`config.mk`:
```
export PLATFORM = sky130hd
export DESIGN_NAME = seven_seg_reader
export DESIGN_NICKNAME = d
export VERILOG_FILES = /design/src/rtl/seven_seg_pkg.sv /design/src/rtl/seg_pattern_to_hex.sv /design/src/rtl/seven_seg_reader.sv
export SDC_FILE = /design/constraint.sdc
export NUM_CORES = 1
export LEC_CHECK = 0
export ABC_AREA = 1
export CORE_UTILIZATION = 55
export CTS_CLUSTER_DIAMETER = 100
export DETAILED_ROUTE_END_ITERATION = 10
export PLACE_DENSITY = 0.8
export REMOVE_ABC_BUFFERS = 1
export SLEW_MARGIN = 10
export SYNTH_ARGS = -nofsm -noshare
export SYNTH_HDL_FRONTEND = slang
export SYNTH_SLANG_ARGS = --single-unit
```
`constraint.sdc`:
```
create_clock -name clk -period 6.1 [get_ports clk]
set_clock_uncertainty 0.05 [all_clocks]
set_input_delay 0.61 -clock clk [delete_from_list [all_inputs] [get_ports clk]]
set_output_delay 0.61 -clock clk [all_outputs]
set_load 0.05 [all_outputs]
```
`src/rtl/seven_seg_pkg.sv`:
```
// rtl/seven_seg_pkg.sv - shared glyph constants, digit count and FSM states for the seven-segment reader
package seven_seg_pkg;

    localparam int NUM_DIGITS            = 4;
    localparam int DEFAULT_STABLE_CYCLES = 4;

    // Active-low segment patterns, bit 6 = a ... bit 0 = g
    localparam logic [6:0] SEG_0     = 7'b0000001;
    localparam logic [6:0] SEG_1     = 7'b1001111;
    localparam logic [6:0] SEG_2     = 7'b0010010;
    localparam logic [6:0] SEG_3     = 7'b0000110;
    localparam logic [6:0] SEG_4     = 7'b1001100;
    localparam logic [6:0] SEG_5     = 7'b0100100;
    localparam logic [6:0] SEG_6     = 7'b0100000;
    localparam logic [6:0] SEG_7     = 7'b0001111;
    localparam logic [6:0] SEG_8     = 7'b0000000;
    localparam logic [6:0] SEG_9     = 7'b0000100;
    localparam logic [6:0] SEG_A     = 7'b0001000;
    localparam logic [6:0] SEG_B     = 7'b1100000;
    localparam logic [6:0] SEG_C     = 7'b0110001;
    localparam logic [6:0] SEG_D     = 7'b1000010;
    localparam logic [6:0] SEG_E     = 7'b0110000;
    localparam logic [6:0] SEG_F     = 7'b0111000;
    localparam logic [6:0] SEG_BLANK = 7'b1111111;

    typedef enum logic [1:0] {
        S_IDLE,
        S_COUNT,
        S_HOLD
    } state_t;

endpackage

```
`src/rtl/seg_pattern_to_hex.sv`:
```
// rtl/seg_pattern_to_hex.sv - inverse of the hex display decoder; unknown patterns flag bad
module seg_pattern_to_hex
    import seven_seg_pkg::*;
(
    input  logic [6:0] pattern,
    output logic [3:0] nibble,
    output logic       bad
);

    always_comb begin
        nibble = 4'h0;
        bad    = 1'b0;
        case (pattern)
            SEG_0:   nibble = 4'h0;
            SEG_1:   nibble = 4'h1;
            SEG_2:   nibble = 4'h2;
            SEG_3:   nibble = 4'h3;
            SEG_4:   nibble = 4'h4;
            SEG_5:   nibble = 4'h5;
            SEG_6:   nibble = 4'h6;
            SEG_7:   nibble = 4'h7;
            SEG_8:   nibble = 4'h8;
            SEG_9:   nibble = 4'h9;
            SEG_A:   nibble = 4'hA;
            SEG_B:   nibble = 4'hB;
            SEG_C:   nibble = 4'hC;
            SEG_D:   nibble = 4'hD;
            SEG_E:   nibble = 4'hE;
            SEG_F:   nibble = 4'hF;
            default: bad    = 1'b1;
        endcase
    end

endmodule

```
`src/rtl/seven_seg_reader.sv`:
```
// rtl/seven_seg_reader.sv - recovers the 16-bit hex value shown on a multiplexed active-low 4-digit display
module seven_seg_reader
    import seven_seg_pkg::*;
#(
    parameter int STABLE_CYCLES = DEFAULT_STABLE_CYCLES
) (
    input  logic                      clk,
    input  logic                      rst,
    input  logic [6:0]                seg_in,
    input  logic [NUM_DIGITS-1:0]     an_in,
    output logic [4*NUM_DIGITS-1:0]   value,
    output logic [NUM_DIGITS-1:0]     digit_bad,
    output logic                      frame_valid,
    output logic                      frame_err
);

    localparam int CW = $clog2(STABLE_CYCLES + 1);

    logic [NUM_DIGITS-1:0]   an_q;
    logic [6:0]              seg_q;
    state_t                  state, state_next;
    logic [CW-1:0]           cnt, cnt_next;
    logic                    capture;
    logic [NUM_DIGITS-1:0]   cap_mask;
    logic [NUM_DIGITS-1:0]   seen;
    logic                    multi_err;
    logic [4*NUM_DIGITS-1:0] shadow_nib;
    logic [NUM_DIGITS-1:0]   shadow_bad;
    logic [3:0]              dec_nibble;
    logic                    dec_bad;
    logic                    one_hot, multi, same;

    // The incoming pin value is the sample being loaded this edge; the sample
    // register holds the previous one, so stability is judged edge by edge.
    assign one_hot  = $onehot(~an_in);
    assign multi    = ($countones(~an_in) > 1);
    assign same     = ({an_in, seg_in} == {an_q, seg_q});
    assign cap_mask = capture ? ~an_in : '0;

    seg_pattern_to_hex u_decode (
        .pattern (seg_q),
        .nibble  (dec_nibble),
        .bad     (dec_bad)
    );

    always_ff @(posedge clk) begin
        if (rst) begin
            state <= S_IDLE;
            cnt   <= '0;
        end else begin
            state <= state_next;
            cnt   <= cnt_next;
        end
    end

    always_comb begin
        state_next = state;
        cnt_next   = cnt;
        capture    = 1'b0;
        if (!one_hot) begin
            state_next = S_IDLE;
            cnt_next   = '0;
        end else begin
            case (state)
                S_IDLE: begin
                    state_next = S_COUNT;
                    cnt_next   = CW'(1);
                end
                S_COUNT: begin
                    if (!same) begin
                        cnt_next = CW'(1);
                    end else begin
                        if (cnt < CW'(STABLE_CYCLES))
                            cnt_next = cnt + CW'(1);
                        if (cnt == CW'(STABLE_CYCLES - 1)) begin
                            capture    = 1'b1;
                            state_next = S_HOLD;
                        end
                    end
                end
                S_HOLD: begin
                    if (!same) begin
                        state_next = S_COUNT;
                        cnt_next   = CW'(1);
                    end
                end
                default: begin
                    state_next = S_IDLE;
                    cnt_next   = '0;
                end
            endcase
        end
    end

    always_ff @(posedge clk) begin
        if (rst) begin
            an_q        <= '1;
            seg_q       <= SEG_BLANK;
            seen        <= '0;
            multi_err   <= 1'b0;
            shadow_nib  <= '0;
            shadow_bad  <= '0;
            value       <= '0;
            digit_bad   <= '0;
            frame_valid <= 1'b0;
            frame_err   <= 1'b0;
        end else begin
            an_q        <= an_in;
            seg_q       <= seg_in;
            frame_valid <= 1'b0;
            // Publish reads the shadow before any same-edge capture lands in it
            if (&seen) begin
                value       <= shadow_nib;
                digit_bad   <= shadow_bad;
                frame_err   <= multi_err;
                frame_valid <= 1'b1;
                seen        <= cap_mask;
                multi_err   <= multi;
            end else begin
                seen        <= seen | cap_mask;
                multi_err   <= multi_err | multi;
            end
            for (int i = 0; i < NUM_DIGITS; i++) begin
                if (cap_mask[i]) begin
                    shadow_nib[4*i +: 4] <= dec_nibble;
                    shadow_bad[i]        <= dec_bad;
                end
            end
        end
    end

endmodule

```
=== After elaboration in Yosys (flattened, before gate mapping) ===
Index checks and enable logic that the tools add are counted.

* $add $sub $neg: 7
* Magnitude comparators: 2
* Equality and inequality tests: 24
* Mux-type cells: 18
* Bitwise operators: 4
* Reduce and logical (&&, ||, !) cells: 7

{| class="wikitable"
|+ Operator list
! kind !! count
|-
| 4-bit one-hot mux with 15 select lines || 1
|-
| 7-bit by 6-bit == test with 1-bit output (second input constant) || 5
|-
| 7-bit == test (second input constant) || 4
|-
| 16-bit OR reduction || 1
|-
| 7-bit by 3-bit == test with 1-bit output (second input constant) || 2
|-
| 7-bit by 4-bit == test with 1-bit output (second input constant) || 2
|-
| 11-bit == test || 1
|-
| 3-bit 2-to-1 mux || 3
|-
| 3-bit one-hot mux with 3 select lines || 1
|-
| 1-bit by 1-bit adder with 2-bit output || 4
|-
| 4-bit 2-to-1 mux || 2
|-
| 7-bit by 1-bit == test with 1-bit output (second input constant) || 1
|-
| 7-bit by 5-bit == test with 1-bit output (second input constant) || 1
|-
| 7-bit zero test || 1
|-
| 1-bit 2-to-1 mux || 7
|-
| 2-bit by 2-bit adder with 3-bit output || 2
|-
| 2-bit 2-to-1 mux || 3
|-
| 2-bit != test (second input constant) || 3
|-
| 2-bit one-hot mux with 3 select lines || 1
|-
| 4-bit inverter || 1
|-
| 4-bit bitwise OR || 1
|-
| 4-bit AND reduction || 1
|-
| 3-bit by 1-bit adder with 3-bit output (second input constant) || 1
|-
| 3-bit by 1-bit == test with 1-bit output (second input constant) || 1
|-
| other kinds (12) || 12
|}

* Register bits after elaboration: 63
* Word-level logic and storage cells: 80

=== Logic depth before layout (Yosys ltp) ===
Gate-level depths: netlist (run 1).

* Depth in word-level cells: 8
* Gate-level depth with buffers: 12

=== Modules after synthesis ===
Synthesis (run 1) repeated with hierarchy kept, for this count alone.

* Cell total of the unflattened synthesis: 448
* Area, all modules: 3119.2 um2

{| class="wikitable"
|+ Modules (own cells, without submodules)
! module !! instances !! cells each !! area each (um2) !! seq. area each (um2)
|-
| seven_seg_reader || 1 || 374 || 2801.4 || 1261.2
|-
| seg_pattern_to_hex || 1 || 74 || 317.8 || 0.0
|}

=== Worst setup path after synthesis (run 1) ===
OpenSTA, ideal clock, no wires.

* Kind: input to register
* Start point: in an_in[0]
* End point: reg shadow_nib[11]
* Arrival: 2.590 ns
* Data required time: 5.937 ns
* Setup slack: 3.347 ns
* Cell stages on the path: 10
* Path buffers: 1
* Cells stage by stage: fa_1 > inv_1 > ha_1 > inv_1 > ha_1 > nor3_2 > clkbuf_1 > nand4_1 > nand2_1 > nor2_1

* Cells in the longest elaborated chain, start to end: 6

{| class="wikitable"
|+ Ends and longest elaborated chain
! element !! RTL line !! RTL
|-
| start, declared || seven_seg_reader.sv:10 || <nowiki>input logic [NUM_DIGITS-1:0] an_in,</nowiki>
|-
| 4-bit inverter || seven_seg_reader.sv:35 || <nowiki>assign one_hot = $onehot(~an_in);</nowiki>
|-
| 1-bit by 1-bit adder with 2-bit output (not written as such) || seven_seg_reader.sv:35 ||
|-
| 2-bit by 2-bit adder with 3-bit output (not written as such) || seven_seg_reader.sv:35 ||
|-
| 3-bit by 1-bit == test with 1-bit output || seven_seg_reader.sv:35 ||
|-
| 1-bit 2-to-1 mux * || seven_seg_reader.sv:60 || <nowiki>if (!one_hot) begin</nowiki>
|-
| 4-bit 2-to-1 mux * || seven_seg_reader.sv:38 || <nowiki>assign cap_mask = capture ? ~an_in : '0;</nowiki>
|-
| end signal, assigned by index || seven_seg_reader.sv:125 || <nowiki>shadow_nib[4*i +: 4] <= dec_nibble;</nowiki>
|-
| end, declared || seven_seg_reader.sv:27 || <nowiki>logic [4*NUM_DIGITS-1:0] shadow_nib;</nowiki>
|}

Every way passes the cells marked *; elsewhere a longest branch is shown, timed or not.
A chain may end at the register's enable or synchronous reset.

=== Worst setup path in the final report (run 1) ===
* Start point: in an_in[1]
* End point: reg state[0]

* Cells in the longest elaborated chain, start to end: 6

{| class="wikitable"
|+ Ends and longest elaborated chain
! element !! RTL line !! RTL
|-
| 4-bit inverter || seven_seg_reader.sv:35 ||
|-
| 1-bit by 1-bit adder with 2-bit output (not written as such) || seven_seg_reader.sv:35 ||
|-
| 2-bit by 2-bit adder with 3-bit output (not written as such) || seven_seg_reader.sv:35 ||
|-
| 3-bit by 1-bit == test with 1-bit output || seven_seg_reader.sv:35 ||
|-
| 1-bit inverter (no line) || -- ||
|-
| 2-bit OR reduction (no line) || -- ||
|-
| end signal, assigned || seven_seg_reader.sv:51 || <nowiki>state <= state_next;</nowiki>
|-
| end, declared || seven_seg_reader.sv:21 || <nowiki>state_t state, state_next;</nowiki>
|}

Parallel ways exist; a longest one is shown, timed or not.

==> results of run 1 <==
==> sequential cells by signal, summed over array words and instances, names as in the netlist, 3 cells and up <==
register / cells
an_q: 4
shadow_bad: 4
value: 16
digit_bad: 4
seg_q: 7
shadow_nib: 16
seen: 4
cnt: 3
==> worst max-delay path, stage by stage <==
cell             delay [ps]
clkdlybuf4s50_1         640
fa_1                    460
inv_1                    70
ha_1                    160
inv_1                    60
ha_1                    290
nor3_2                  160
buf_4                   290
inv_2                    60
nor2_1                  270
o21ai_1                 130
a21oi_1                 140
==> layout by cell type (no fill, tap or decap), types with 2 or more instances in the layout <==
master	count
nor2_1	123
nand2_1	90
dfxtp_1	63
clkdlybuf4s50_1	34
inv_1	28
o21ai_0	22
nand4_1	22
nand3_1	17
clkbuf_8	10
inv_2	7
nor2_4	7
a21oi_1	7
ha_1	6
xnor2_1	3
clkinv_1	3
or2_2	3
clkinv_2	3
buf_4	3
nor2_2	2
clkbuf_1	2
==> final cells by class <==
cell class              instances  area (um2)
clock inverters                 4       45.04
repair buffers                 37       362.8
fillers                       469        1618
inverters                      38       142.6
flip-flops and latches         63        1261
well taps                      70       87.58
multi-input cells             311        1478
clock buffers                  12       145.1
==> stage by stage <==
step           setup slack (ps)  power [W]
3_5_place_dp               2635  0.0005086
4_1_cts                    3002  0.0008590
3_3_place_gp               2742  0.0005053
6_report                   2965  0.0008552
5_1_grt                    2856  0.0008931
2_1_floorplan              2853  0.0004821
==> cell usage after synthesis (all sizes together) <==
| library cell | instances |
|---|---|
| a21oi | 7 |
| buf | 4 |
| clkbuf | 10 |
| clkinv | 3 |
| dfxtp | 63 |
| fa | 1 |
| ha | 6 |
| inv | 35 |
| nand2 | 91 |
| nand3 | 17 |
| nand3b | 1 |
| nand4 | 24 |
| nor2 | 132 |
| nor3 | 1 |
| o21a | 1 |
| o21ai | 23 |
| or2 | 3 |
| xnor2 | 3 |
| xor2 | 1 |
==> logic make-up after synthesis <==
logic type	count (synthesis)	share of synthesized area [%]
xor gates and xnor gates	4	1.190
and+or+nand+nor	269	40.40
buffers and inverters	52	7.010
DFF	63	42.82
AOI/OAI and AO/OA	31	5.353
adders and majority gates	7	3.229
==> layer usage <==
layer / part of all wire (%) / global-route usage, % / vias to the layer above
met5: 0 / 0 / -
met4: 1.8 / 11.32 / 0
met3: 4.0 / 5.622 / 10
met2: 47 / 39.54 / 62
met1: 47 / 30.51 / 1172
li1: - / - / 1414
==> path summary, 6_finish.rpt <==
check                               start       endpoint  slack (ps)  cells after the start
worst max-delay path             an_in[1]       state[0]        2970                     12
worst min-delay path            multi_err      multi_err         410                      2
worst max register to register   seg_q[4]  shadow_nib[1]        4200                      9
worst min register to register  multi_err      multi_err         410                      2
==> power by group through the flow <==
stage	clock (W)	sequential [W]	combinational, W
floorplan	0	0.000431	0.0000507
CTS	0.000359	0.000424	0.0000764
global route	0.000382	0.000424	0.0000870
detailed placement	0	0.000433	0.0000759
finish	0.000355	0.000424	0.0000767
global placement	0	0.000433	0.0000727
==> results.toml, run 1 <==
[power_and_ir_drop]
p_sw_w = 0.0002124
p_int_w = 0.0006428
p_per_area_nw_per_um2 = 242.8
pwr-share-comb_pct = 9.0
vdd_drop_max_uv = 153.6
p_leak_nw = 1.540
pwr-share-clk_pct = 41.5
p_sw_share_pct = 24.84
sequentialPowerShare_pct = 49.5

[timing]
rsz0062_at_grt = "false"
finalMaxSlewViolations = 0
slew-limit-headroom_pct = 56.76
fin_setup_tns_ps = 0
hold_violations = 0
min_period_ps = 3135
setup-violations-final = 0
clock.fmax_mhz = 319.0
worst_pin_slew_ps = 647.9
fin_crit_sh_pct = 51.39
timing.hold.ws_ps = 413.2

[drt]
wirelength_um = 6109
ant_nets = 0
avgRoutedWirePerCell_um = 11.42
vias_per_cell = 4.968
drc_errors = 0
drt_iter0_drc = 160
firstDrtPassIters = 4
via_count = 2658

[finish]
stdcell_count = 535
antennaDiodeCount = 0
final_nets = 480
drive_above_1_share_pct = 8.602
syn_to_final_growth_pct = 19.58
final_core_util_pct = 68.52
final_area_um2 = 3522

[floorplan]
coreArea_um2 = 5140
dieArea_um2 = 5652
rows = 26
pin_count = 35
die_h_um = 75.18
initial_utilization_pct = 57.30
die-width_um = 75.18

[worst_hold_path]
hp-class = "flip-flop to flip-flop"

[grt]
grt_pass1_vias = 2318
grt_pass1_wl_um = 10200
grtUsageTotal_pct = 24.24
antenna_found_initial = 0
gr-total-overflow = 0
grt_max_degree = 36

[synthesis]
yosys.area.top_type = "dfxtp_1"
ys_ff_latch = 63
synthTopCellsByArea = "dfxtp_1, nor2_1, nand2_1"
netlist_area_um2 = 2945
syn_avg_cell_area_um2 = 6.914
yosysTopAreaCellShare_pct = 42.82
syn_inst = 426
ys_types = 28
synth_seq_area_share_pct = 42.82
yosys_warnings = 0

[placed_design]
place_congestion = 0.8079
placed_area_um2 = 3332
dp_hpwl_um = 4381
placed_cells = 519
io_buffers = 34

[cts]
cts_max_level = 3
cts_root_buf = "clkbuf_8"
path_clk_slew_ps = 70
cts_sinks = 63
hold_buffers = 0
cts_tree = "done"
postCtsSetupBuffers = 0
cts_resized = 0
cts_made_buffers = 9
worstSkewPairLatency_ps = 340
clock_path_buffers = 2

[critical_path]
worstPathArrival_ps = 3350
path_class = "input pin to flip-flop"
required_ps = 6320
crit_path_end_kind = "flip-flop"
critPathLaunchType = "input pin"
crit_fanout = 26

[status]
status = "finished, final reports clean"

[job]
drv_cap = 0
Note: power is estimated with default switching activity, not from simulation.
==> inputs of run 2 (changes only) <==
clock period = 2.9 ns   (was 6.1 ns; I/O delays follow)
==> run 2 against run 1 <==
Against the previous run:
- worst hold slack about the same
- non-clock buffer count increased by 5
- via count increased by 1.3%
- first-iteration DRC count increased by 14%
- final cell count increased by 0.75%
- sequential share of layout area decreased by 0.77 points
- count of clock-buffer cells in the layout unchanged
- critical path depth unchanged
- sequential power increased by 110%
- global-route usage increased by 0.58 points
==> results.toml, run 2 (same netlist as run 1, synthesis figures left out) <==
[status]
status = "finished, final reports clean"

[grt]
grt_max_degree = 46
antenna_found_initial = 0
grtUsageTotal_pct = 24.82
gr-total-overflow = 0
grt_pass1_vias = 2471
grt_pass1_wl_um = 10470

[cts]
postCtsSetupBuffers = 0
cts_made_buffers = 9
cts_root_buf = "clkbuf_8"
hold_buffers = 0
path_clk_slew_ps = 60
worstSkewPairLatency_ps = 330
cts_resized = 0
cts_max_level = 3
cts_sinks = 63
clock_path_buffers = 2
cts_tree = "done"

[drt]
ant_nets = 0
vias_per_cell = 4.996
via_count = 2693
drt_iter0_drc = 182
drc_errors = 0
avgRoutedWirePerCell_um = 11.36
wirelength_um = 6121
firstDrtPassIters = 4

[placed_design]
placed_area_um2 = 3369
dp_hpwl_um = 4429
place_congestion = 0.8657
io_buffers = 34

[timing]
fin_setup_tns_ps = 0
fin_crit_sh_pct = 89.59
clock.fmax_mhz = 384.9
setup-violations-final = 0
worst_pin_slew_ps = 631.7
min_period_ps = 2598
slew-limit-headroom_pct = 57.84
rsz0062_at_grt = "false"
finalMaxSlewViolations = 0
hold_violations = 0

[floorplan]
dieArea_um2 = 5652
pin_count = 35
die_h_um = 75.18
coreArea_um2 = 5140
rows = 26
die-width_um = 75.18
initial_utilization_pct = 57.30

[worst_hold_path]
hp-class = "flip-flop to flip-flop"

[critical_path]
required_ps = 3120
worstPathArrival_ps = 2810
path_class = "input pin to flip-flop"
critPathLaunchType = "input pin"
crit_path_end_kind = "flip-flop"
crit_fanout = 13

[finish]
final_cell_mix = "nor2_1, nand2_1, dfxtp_1, clkdlybuf4s50_1, inv_1"
final_nets = 485
drive_above_1_share_pct = 9.808
reg_top3 = "shadow_nib (16), value (16), seg_q (7)"
antennaDiodeCount = 0
layout_commonest_cell = "nor2_1"
final_area_um2 = 3600
syn_to_final_growth_pct = 22.22

[job]
drv_cap = 0

[power_and_ir_drop]
p_per_area_nw_per_um2 = 537.6
vdd_drop_max_uv = 313.7
p_total_w = 0.001935
p_leak_nw = 1.583
## run 2: layout make-up
| class | count | area (um2) |
|---|---|---|
| flip-flops and latches | 63 | 1261 |
| inverters | 38 | 142.6 |
| well taps | 70 | 87.58 |
| fillers | 479 | 1540 |
| multi-input cells | 311 | 1478 |
| clock buffers | 12 | 165.2 |
| clock inverters | 3 | 65.06 |
| repair buffers | 42 | 400.4 |
## run 2: layer usage
metal  track usage [%]  vias to the layer above  wire length [um]
met1             28.88                     1195              2775
li1                  -                     1422                 -
met4             12.76                        0               133
met5                 0                        -                 0
met3             5.355                       13               256
met2             43.04                       63              2955
## run 2: final timing paths
kind | startpoint | to | slack [ps] | cells past startpoint
setup / recovery | an_in[0] | shadow_nib[7] | 300 | 12
hold / removal | state[0] | state[0] | 410 | 1
setup reg to reg | seg_q[6] | shadow_bad[0] | 880 | 10
hold reg to reg | state[0] | state[0] | 410 | 1
## run 2: per-stage QoR
| stage | std cells | hold WS (ps) | util [%] | worst slack (ps) |
|---|---|---|---|---|
| final | 539 | 413.6 | 70.03 | 301.8 |
| after CTS | 539 | 418.2 | 70.03 | 312.2 |
| after floorplan | 412 | 309.1 | - | -27.16 |
| after global placement | 524 | 400.7 | 65.55 | 51.18 |
| after global routing | 539 | 447.0 | 70.03 | 174.7 |
| after detailed placement | 524 | 407.9 | 65.55 | -44.92 |
## run 2: worst max-delay path, cell delays in order
cell             delay, ps
clkdlybuf4s50_1        480
fa_1                   550
inv_1                   40
ha_1                   190
inv_1                   80
ha_1                   240
nor3_2                 150
buf_4                  210
nand4_4                200
nor2_4                 190
nor2_1                  50
nor2_1                 110
## run 2: report_power, final
group / switching (W) / internal (W) / leakage [nW]
sequential: 0.0000122 / 0.000879 / 0.511
combinational: 0.000106 / 0.0000658 / 0.953
clock: 0.000324 / 0.000548 / 0.118
total: 0.000442 / 0.00149 / 1.58
==> edit, RTL diff (flow settings as in run 2) <==
Add an input register stage for `seg_in` and `an_in`, with the module's reset; this delays them by one clock.
--- a/src/rtl/seven_seg_reader.sv
+++ b/src/rtl/seven_seg_reader.sv
@@ -16,6 +16,19 @@
 
     localparam int CW = $clog2(STABLE_CYCLES + 1);
 
+    logic [6:0] seg_r;
+    logic [NUM_DIGITS-1:0] an_r;
+
+    always_ff @(posedge clk) begin
+        if (rst) begin
+            seg_r <= '0;
+            an_r  <= '0;
+        end else begin
+            seg_r <= seg_in;
+            an_r  <= an_in;
+        end
+    end
+
     logic [NUM_DIGITS-1:0]   an_q;
     logic [6:0]              seg_q;
     state_t                  state, state_next;
@@ -32,10 +45,10 @@
 
     // The incoming pin value is the sample being loaded this edge; the sample
     // register holds the previous one, so stability is judged edge by edge.
-    assign one_hot  = $onehot(~an_in);
-    assign multi    = ($countones(~an_in) > 1);
-    assign same     = ({an_in, seg_in} == {an_q, seg_q});
-    assign cap_mask = capture ? ~an_in : '0;
+    assign one_hot  = $onehot(~an_r);
+    assign multi    = ($countones(~an_r) > 1);
+    assign same     = ({an_r, seg_r} == {an_q, seg_q});
+    assign cap_mask = capture ? ~an_r : '0;
 
     seg_pattern_to_hex u_decode (
         .pattern (seg_q),
@@ -105,8 +118,8 @@
             frame_valid <= 1'b0;
             frame_err   <= 1'b0;
         end else begin
-            an_q        <= an_in;
-            seg_q       <= seg_in;
+            an_q        <= an_r;
+            seg_q       <= seg_r;
             frame_valid <= 1'b0;
             // Publish reads the shadow before any same-edge capture lands in it
             if (&seen) begin
Check against the original RTL: no difference found for any inputs over 10 cycles, from zero or initial values and one cycle with rst high; that may be too few to reach the edited logic, so the function may still have changed.
==> edit against run 2 <==
Area after synthesis up 11%. Count of clock-buffer cells in the layout shrank 3. Power up 3.5%. First-iteration DRC count is 2.7% lower. Largest cell class unchanged. Final cell count up 6.3%. Sequential cell count rose by 11. Wire length down 2.5%. Worst setup slack gained 0.073 ns. Cell area grew 7.5%.
==> edit: results (changes against run 2) <==
Synthesis
  – Synth top area cells: dfxtp_1, nor2_1, nand2_1
  – Mux cell area share after synthesis: 0 (unchanged)
  – YS warnings: 0 (unchanged)
  – Sequential share of the synthesized area: 0.454 (+0.0256)
  – Synth Area in Compound Gates: 0.0529 (-0.000632)
  – Yosys cell types: 27 (-3.6%)
  – Gate Count Post-Synth: 460 (+8.0%)
  – Post-synthesis adder-cell area fraction: 0.0291 (-0.00316)
  – Synth top area share: 0.454 (+0.0256)
  – Synth top cells by count: nor2_1, nand2_1, dfxtp_1
  – Post-synthesis xor/xnor area fraction: 0.0107 (-0.00116)

Worst setup path
  – Worst Path Arrival: 2.77 ns (-0.04 ns)
  – R2R depth: 11 (+1)
  – Slowest Stage Delay on Critical Path: 0.55 ns (about the same)
  – Crit Path Max Fanout: 21 (+8)
  – CP Class: reg2reg
  – R2r startpoint: an_r[0]$_SDFF_PP0_
  – Worst path slowest cell: fa_1

Cells and area
  – Share of layout cells above drive strength 1: 0.0918 (-0.00626)
  – Largest regs: shadow_nib: 16 flops, value: 16 flops
  – Fillers: 514 (+7.3%)
  – Nets: 516 (+6.4%)
  – Finished Layout Cells: 573 (+6.3%)
  – N_diodes: 0 (unchanged)

Hold path
  – Hold Path Cell Cnt: 3 (+2)
  – Worst min-delay path category: in2reg
  – Min-Delay Startpoint: seg_in[5]

Routing
  – Routed Wire Length: 5970 µm (-2.5%)
  – Vias: 2,800 (+4.0%)
  – 1st-iter DRT viols: 177 (-2.7%)
  – Drt first pass iters: 4 (unchanged)

Power and ir drop
  – Clk power: 781 µW (-10%)
  – Switching pwr: 509 µW (+15%)
  – Pwr/cell area: 518 nW/µm² (-3.7%)
  – Peak VDD IR: 0.305 mV (-2.8%)
  – Combinational share of power: 0.081 (-0.008)
  – Pleak: 0.00173 µW (+9.3%)

Place
  – DP Wirelength: 4310 µm (-2.7%)
  – DP Worst Slack: 0.390 ns (+0.435 ns)
  – GPL Wtd Cong: 0.903 (+4.3%)
  – Dpl cells: 557 (+6.3%)
  – Placed inst area: 3670 µm² (+9.1%)

Timing
  – Slew headroom: 0.558 (-0.0200)

Clocking
  – CTS clk-pin slew, worst paths: about 0.07 ns
  – Worst skew pair latency: 0.35 ns (+0.02 ns)
  – Post-CTS sizing: 0 (unchanged)
  – CTS H-tree depth: 3 (unchanged)

Global routing
  – Pin count of the biggest net entering global routing: 50 (+8.7%)
  – Tot GR Track Use: 0.223 (-0.0257)
  – Vias in the first global route: 2,580 (+4.4%)
  – First-pass GRT wire length: 10,800 µm (+3.1%)

Run status
  – Status: finished, final reports clean
edit: cell count changes in the layout (fill, tap and decap cells not counted), moves of 3 or more:
cell             run 2  this run
nand3_1             17        11
nor2_1             123       130
buf_4                8         5
a21oi_1              7        10
clkinv_1             3         0
nand2_1             90        93
inv_1               28        47
clkbuf_8            12         9
dfxtp_1             63        74
edit: worst reg2reg max path, stage by stage, from the launching register on:
cell and delay [ns]:
dfxtp_1 0.38, fa_1 0.55, inv_1 0.04, ha_1 0.19
inv_1 0.09, ha_1 0.24, nor3_2 0.14, buf_4 0.26
nand3_4 0.18, nor2_4 0.19, nor2_1 0.06, nor2_1 0.10
edit: final timing paths:
| kind | endpoint | slack, ns |
|---|---|---|
| worst max-delay path | shadow_bad[1]$_SDFFE_PP0P_ | 0.38 |
| worst min-delay path | seg_r[5]$_SDFF_PP0_ | 0.39 |
| worst max register to register | shadow_bad[1]$_SDFFE_PP0P_ | 0.38 |
| worst min register to register | seg_q[5]$_SDFF_PP1_ | 0.40 |
edit: per-layer routing:
metal / track usage / vias up / part of all wire
li1: - / 1502 / -
met1: 0.266 / 1246 / 0.49
met2: 0.370 / 42 / 0.46
met3: 0.0621 / 10 / 0.031
met4: 0.102 / 0 / 0.019
met5: 0 / - / 0
edit: final cells by class:
| cell class | count | area (µm²) | share of cell area |
|---|---|---|---|
| Inverter | 53 | 199 | 0.0514 |
| Multi-Input combinational cell | 319 | 1530 | 0.395 |
| Clock inverter | 7 | 70.1 | 0.0181 |
| Tap cell | 72 | 90.1 | 0.0233 |
| Sequential cell | 74 | 1480 | 0.383 |
| Clock buffer | 9 | 124 | 0.0320 |
| Timing Repair Buffer | 39 | 378 | 0.0977 |
edit: kinds of logic after synthesis:
kind of cell	Yosys count
fa+ha+maj	7
simple gates	274
flops	74
xor+xnor	4
buf+inv	67
compound gates	34
